$ cat src/rtl/reg_fifo.sv
// First-word-fall-through FIFO with valid/ready on both sides, 1-cycle minimum in->out latency.
// Backpressure: in_ready drops at full, out_valid drops at empty; both are taken only from registered state.
module reg_fifo #(
    parameter int                 WIDTH     = 32,
    parameter int                 DEPTH     = 4,
    parameter logic [WIDTH-1:0]   RESET_VAL = '0
) (
    input  logic                       clk,
    input  logic                       rst,
    input  logic                       flush,
    input  logic                       in_valid,
    output logic                       in_ready,
    input  logic [WIDTH-1:0]           in_data,
    output logic                       out_valid,
    input  logic                       out_ready,
    output logic [WIDTH-1:0]           out_data,
    output logic [$clog2(DEPTH):0]     count
);

    localparam int AW = $clog2(DEPTH);
    localparam int CW = AW + 1;

    generate
        if ((DEPTH < 2) || ((DEPTH & (DEPTH - 1)) != 0)) begin : g_bad_depth
            $error("reg_fifo: DEPTH must be a power of two and at least 2");
        end
    endgenerate

    logic [WIDTH-1:0] mem [DEPTH];
    logic [AW-1:0]    rd_ptr;
    logic [AW-1:0]    wr_ptr;
    logic             push;
    logic             pop;

    assign in_ready  = (count != CW'(DEPTH));
    assign out_valid = (count != '0);
    assign push      = in_valid & in_ready;
    assign pop       = out_valid & out_ready;
    assign out_data  = out_valid ? mem[rd_ptr] : RESET_VAL;

    always_ff @(posedge clk) begin
        if (rst || flush) begin
            rd_ptr <= '0;
            wr_ptr <= '0;
            count  <= '0;
        end else begin
            if (push) begin
                wr_ptr <= wr_ptr + AW'(1);
            end
            if (pop) begin
                rd_ptr <= rd_ptr + AW'(1);
            end
            case ({push, pop})
                2'b10:   count <= count + CW'(1);
                2'b01:   count <= count - CW'(1);
                default: count <= count;
            endcase
        end
    end

    // Storage carries no reset; a discarded push must not leave stale data behind either.
    always_ff @(posedge clk) begin
        if (push && !rst && !flush) begin
            mem[wr_ptr] <= in_data;
        end
    end

endmodule

$ cat config.mk
export PLATFORM = sky130hd
export DESIGN_NAME = reg_fifo
export DESIGN_NICKNAME = d
export VERILOG_FILES = /design/src/rtl/reg_fifo.sv
export SDC_FILE = /design/constraint.sdc
export NUM_CORES = 1
export LEC_CHECK = 0
export BUFFER_PORTS_ARGS = -buffer_cell sky130_fd_sc_hd__buf_2
export CAP_MARGIN = 20
export CORE_ASPECT_RATIO = 0.9
export CORE_UTILIZATION = 34
export CTS_BUF_LIST = sky130_fd_sc_hd__clkbuf_8
export CTS_CLUSTER_DIAMETER = 200
export DETAILED_ROUTE_END_ITERATION = 8
export PLACE_DENSITY_LB_ADDON = 0.12
export SLEW_MARGIN = 20
export SYNTH_ARGS = -nofsm -noshare
export SYNTH_HDL_FRONTEND = slang
export SYNTH_SLANG_ARGS = --single-unit
$ cat constraint.sdc
create_clock -name clk -period 4.9 [get_ports clk]
set_clock_uncertainty 0.2 [all_clocks]
set_input_delay 0.98 -clock clk [delete_from_list [all_inputs] [get_ports clk]]
set_output_delay 0.98 -clock clk [all_outputs]
set_load 0.02 [all_outputs]
==> results.sh <==
export IMPL_status="finished, final reports clean"
export IMPL_period_share_pct=76.8
export IMPL_synthAdderAreaFrac_pct=1.55
export IMPL_synth_simple_area_share_pct=6.21
export IMPL_drc=0
export IMPL_hp_start="rd_ptr[0]"
export IMPL_clk_latency_ns=0.43
export IMPL_rows=42
export IMPL_die_h_um=121
export IMPL_synthCells=258
export IMPL_fin_ws_ns=1.14
export IMPL_hold_depth=2
export IMPL_cts_reportedPaths_clkPinSlew_ns=0.07
export IMPL_ys_seq_area_share_pct=75.7
export IMPL_synth_compound_area_share_pct=0.894
export IMPL_portBuffers=73
export IMPL_vias=2573
export IMPL_postCtsResizedCells=0
export IMPL_wl_mm=10.1
export IMPL_required_ns=3.72
export IMPL_die_area_um2=16100
export IMPL_gp_congestion=0.676
export IMPL_drt_iter0_drc=175
export IMPL_rrSetupSlack_ns=2.10
export IMPL_dp_slack_ns=1.50
export IMPL_grt_max_degree=33
export IMPL_rsz0062_at_grt="false"
export IMPL_powerDensity_nw_per_um2=407
export IMPL_irDropWorstVdd_mv=0.272
export IMPL_vias_per_cell=4.67
export IMPL_tightest_slew_ns=0.955
export IMPL_clkSinkCount=137
export IMPL_track_usage_pct=13.7
export IMPL_synth_top_family_by_area="multiplexers"
export IMPL_yosysUniqueCellTypes=28
export IMPL_cp_start_kind="flip-flop"
export IMPL_antenna_found_initial=0
export IMPL_synth_mux_area_fraction_pct=13.7
export IMPL_cts_tree="yes"
export IMPL_numCtsBuffers=17
export IMPL_slew_viol_final=0
export IMPL_syn_cell_area_um2=5320
export IMPL_detail_route_antenna_nets=0
export IMPL_post_drt_wl_per_cell_um=18.3
export IMPL_core_area_um2=15000
export IMPL_syn_nets=301
export IMPL_drive_gt1_share_pct=41.4
export IMPL_hold_viol_final=0
export IMPL_yosys_warnings=0
export IMPL_start_util_pct=35.5
export IMPL_r2r_cells=9
export IMPL_r2r_start="count[2]"
export IMPL_synth_xor_area_share_pct=0.329
export IMPL_num_antenna_cells=0
export IMPL_p_leak_nw=2.18
export IMPL_cp_end_kind="primary output"
export IMPL_min_period_ns=3.76
export IMPL_die_width_um=134
export IMPL_cts_buffer_depth=2
export IMPL_grt_pass1_vias=2743
export IMPL_synthesis_area_per_instance_um2=20.6
export IMPL_crit_fanout=20
export IMPL_syn_to_final_growth_pct=20.5
export IMPL_cp_arrival_ns=2.58
export IMPL_cap_violations=0
export IMPL_post_cts_setup_buffer_count=0
export IMPL_setup_viol=0
export IMPL_post_route_util_pct=42.8
export IMPL_grt_pass1_wl_mm=15.8
export IMPL_r2r_end="count[2]"
export IMPL_hold_class="reg -> reg"
export IMPL_dp_hpwl_mm=5.68
export IMPL_first_pass_iters=4
export IMPL_h_tree_depth=4
export IMPL_setup_tns_final_ns=0
export IMPL_nets=383
export IMPL_ios=74
export IMPL_max_clock_freq_mhz=266
export IMPL_cts_hold_buf=0
export IMPL_hold_ws_ns=0.284
export IMPL_slew_headroom_pct=36.3
export IMPL_root_buffer="clkbuf_8"
export IMPL_synth_seq_cells=137
export IMPL_critPathKind="reg -> out"
export IMPL_grt_overflow=0
-- layout make-up --
| type | instances | area, µm² |
|---|---|---|
| tap | 198 | 248 |
| inverter | 7 | 26.3 |
| sequential | 137 | 4030 |
| multi-input combinational | 102 | 1210 |
| timing repair buffer | 75 | 380 |
| clock buffer | 17 | 234 |
| clock inverter | 15 | 278 |
| fill | 1362 | 8570 |
-- cells in the mapped netlist --
library cell  number  area share [%]
or3_1              1            0.12
buf_1              3            0.21
mux2i_1            1            0.19
xor2_1             2            0.33
and2_0             1            0.12
o31ai_2            1            0.24
nand2_1            4            0.28
buf_2              1           0.094
or2_0              1            0.12
clkbuf_2           1           0.094
mux4_2            32              14
clkbuf_1           4            0.28
inv_1              7            0.49
nor2b_1           33             3.9
or3_2              1            0.14
nor3_2             1            0.19
buf_4              3            0.42
nand4_1            1            0.12
dfxtp_1            9             3.4
or3b_4             1            0.21
o21ai_0            4            0.38
nor2_1             4            0.28
or4b_1             1            0.19
a21oi_1            3            0.28
fa_1               1            0.38
and3_2             4            0.56
edfxtp_1         128              72
ha_1               5             1.2
-- how the worst max path moves through the flow --
stage	end	slack, ns	cells after the start
after detailed placement	out_data[14]	1.50	4
after global placement	out_data[14]	1.53	4
after floorplan	count[2]	2.09	10
after CTS	out_data[14]	1.00	4
final	out_data[14]	1.14	4
after global routing	out_data[14]	0.93	4
-- placed cells by master, fill, tap and decap left out, drive strengths merged --
cell type | netlist | routed
a21oi | 3 | 3
and2 | 1 | 1
and3 | 4 | 4
buf | 7 | 75
bufinv | 0 | 8
clkbuf | 5 | 17
clkinv | 0 | 6
clkinvlp | 0 | 1
dfxtp | 9 | 9
edfxtp | 128 | 128
fa | 1 | 1
ha | 5 | 5
inv | 7 | 7
mux2i | 1 | 1
mux4 | 32 | 32
nand2 | 4 | 4
nand4 | 1 | 1
nor2 | 4 | 4
nor2b | 33 | 33
nor3 | 1 | 1
o21ai | 4 | 4
o31ai | 1 | 1
or2 | 1 | 1
or3 | 2 | 2
or3b | 1 | 1
or4b | 1 | 1
xor2 | 2 | 2
-- report_power, final --
part	internal [mW]	switching, mW	total [mW]
Combinational	0.0507	0.0800	0.131
Sequential	1.29	0.00750	1.30
Clock	0.753	0.425	1.18
-- flip-flops by register name, summed over array words and instances, names as in the netlist, named ones only --
signal / cells
wr_ptr: 2
rd_ptr: 2
mem: 128
count: 3
-- layer usage --
| metal | up-vias | track usage [%] | wire length (µm) |
|---|---|---|---|
| met1 | 1306 | 18.7 | 4770 |
| met3 | 7 | 4.53 | 500 |
| met4 | 0 | 4.90 | 99 |
| met5 | - | 0 | 0 |
| met2 | 77 | 20.4 | 4710 |
| li1 | 1183 | - | - |
-- cells by family after synthesis --
logic type,after synthesis
AOI/OAI and AO/OA,8
adders and majority gates,6
muxes,33
buffers and inverters,19
and+or+nand+nor,53
DFF,137
xor gates and xnor gates,2
-- per-stage QoR --
| stage | cells | power (mW) | instance area (µm²) |
|---|---|---|---|
| floorplan | 258 | 1.40 | 5320 |
| global placement | 519 | 1.46 | 5900 |
| detailed placement | 519 | 1.46 | 5900 |
| CTS | 551 | 2.64 | 6410 |
| global route | 551 | 2.69 | 6410 |
| finish | 551 | 2.61 | 6410 |
-- worst max-delay path, stage by stage, from the launching register on --
cell and delay, ns:
dfxtp_2 0.84, buf_4 0.42, mux4_2 0.57, nor2b_1 0.15, buf_2 0.16
Note: power is estimated with default switching activity, not from simulation.
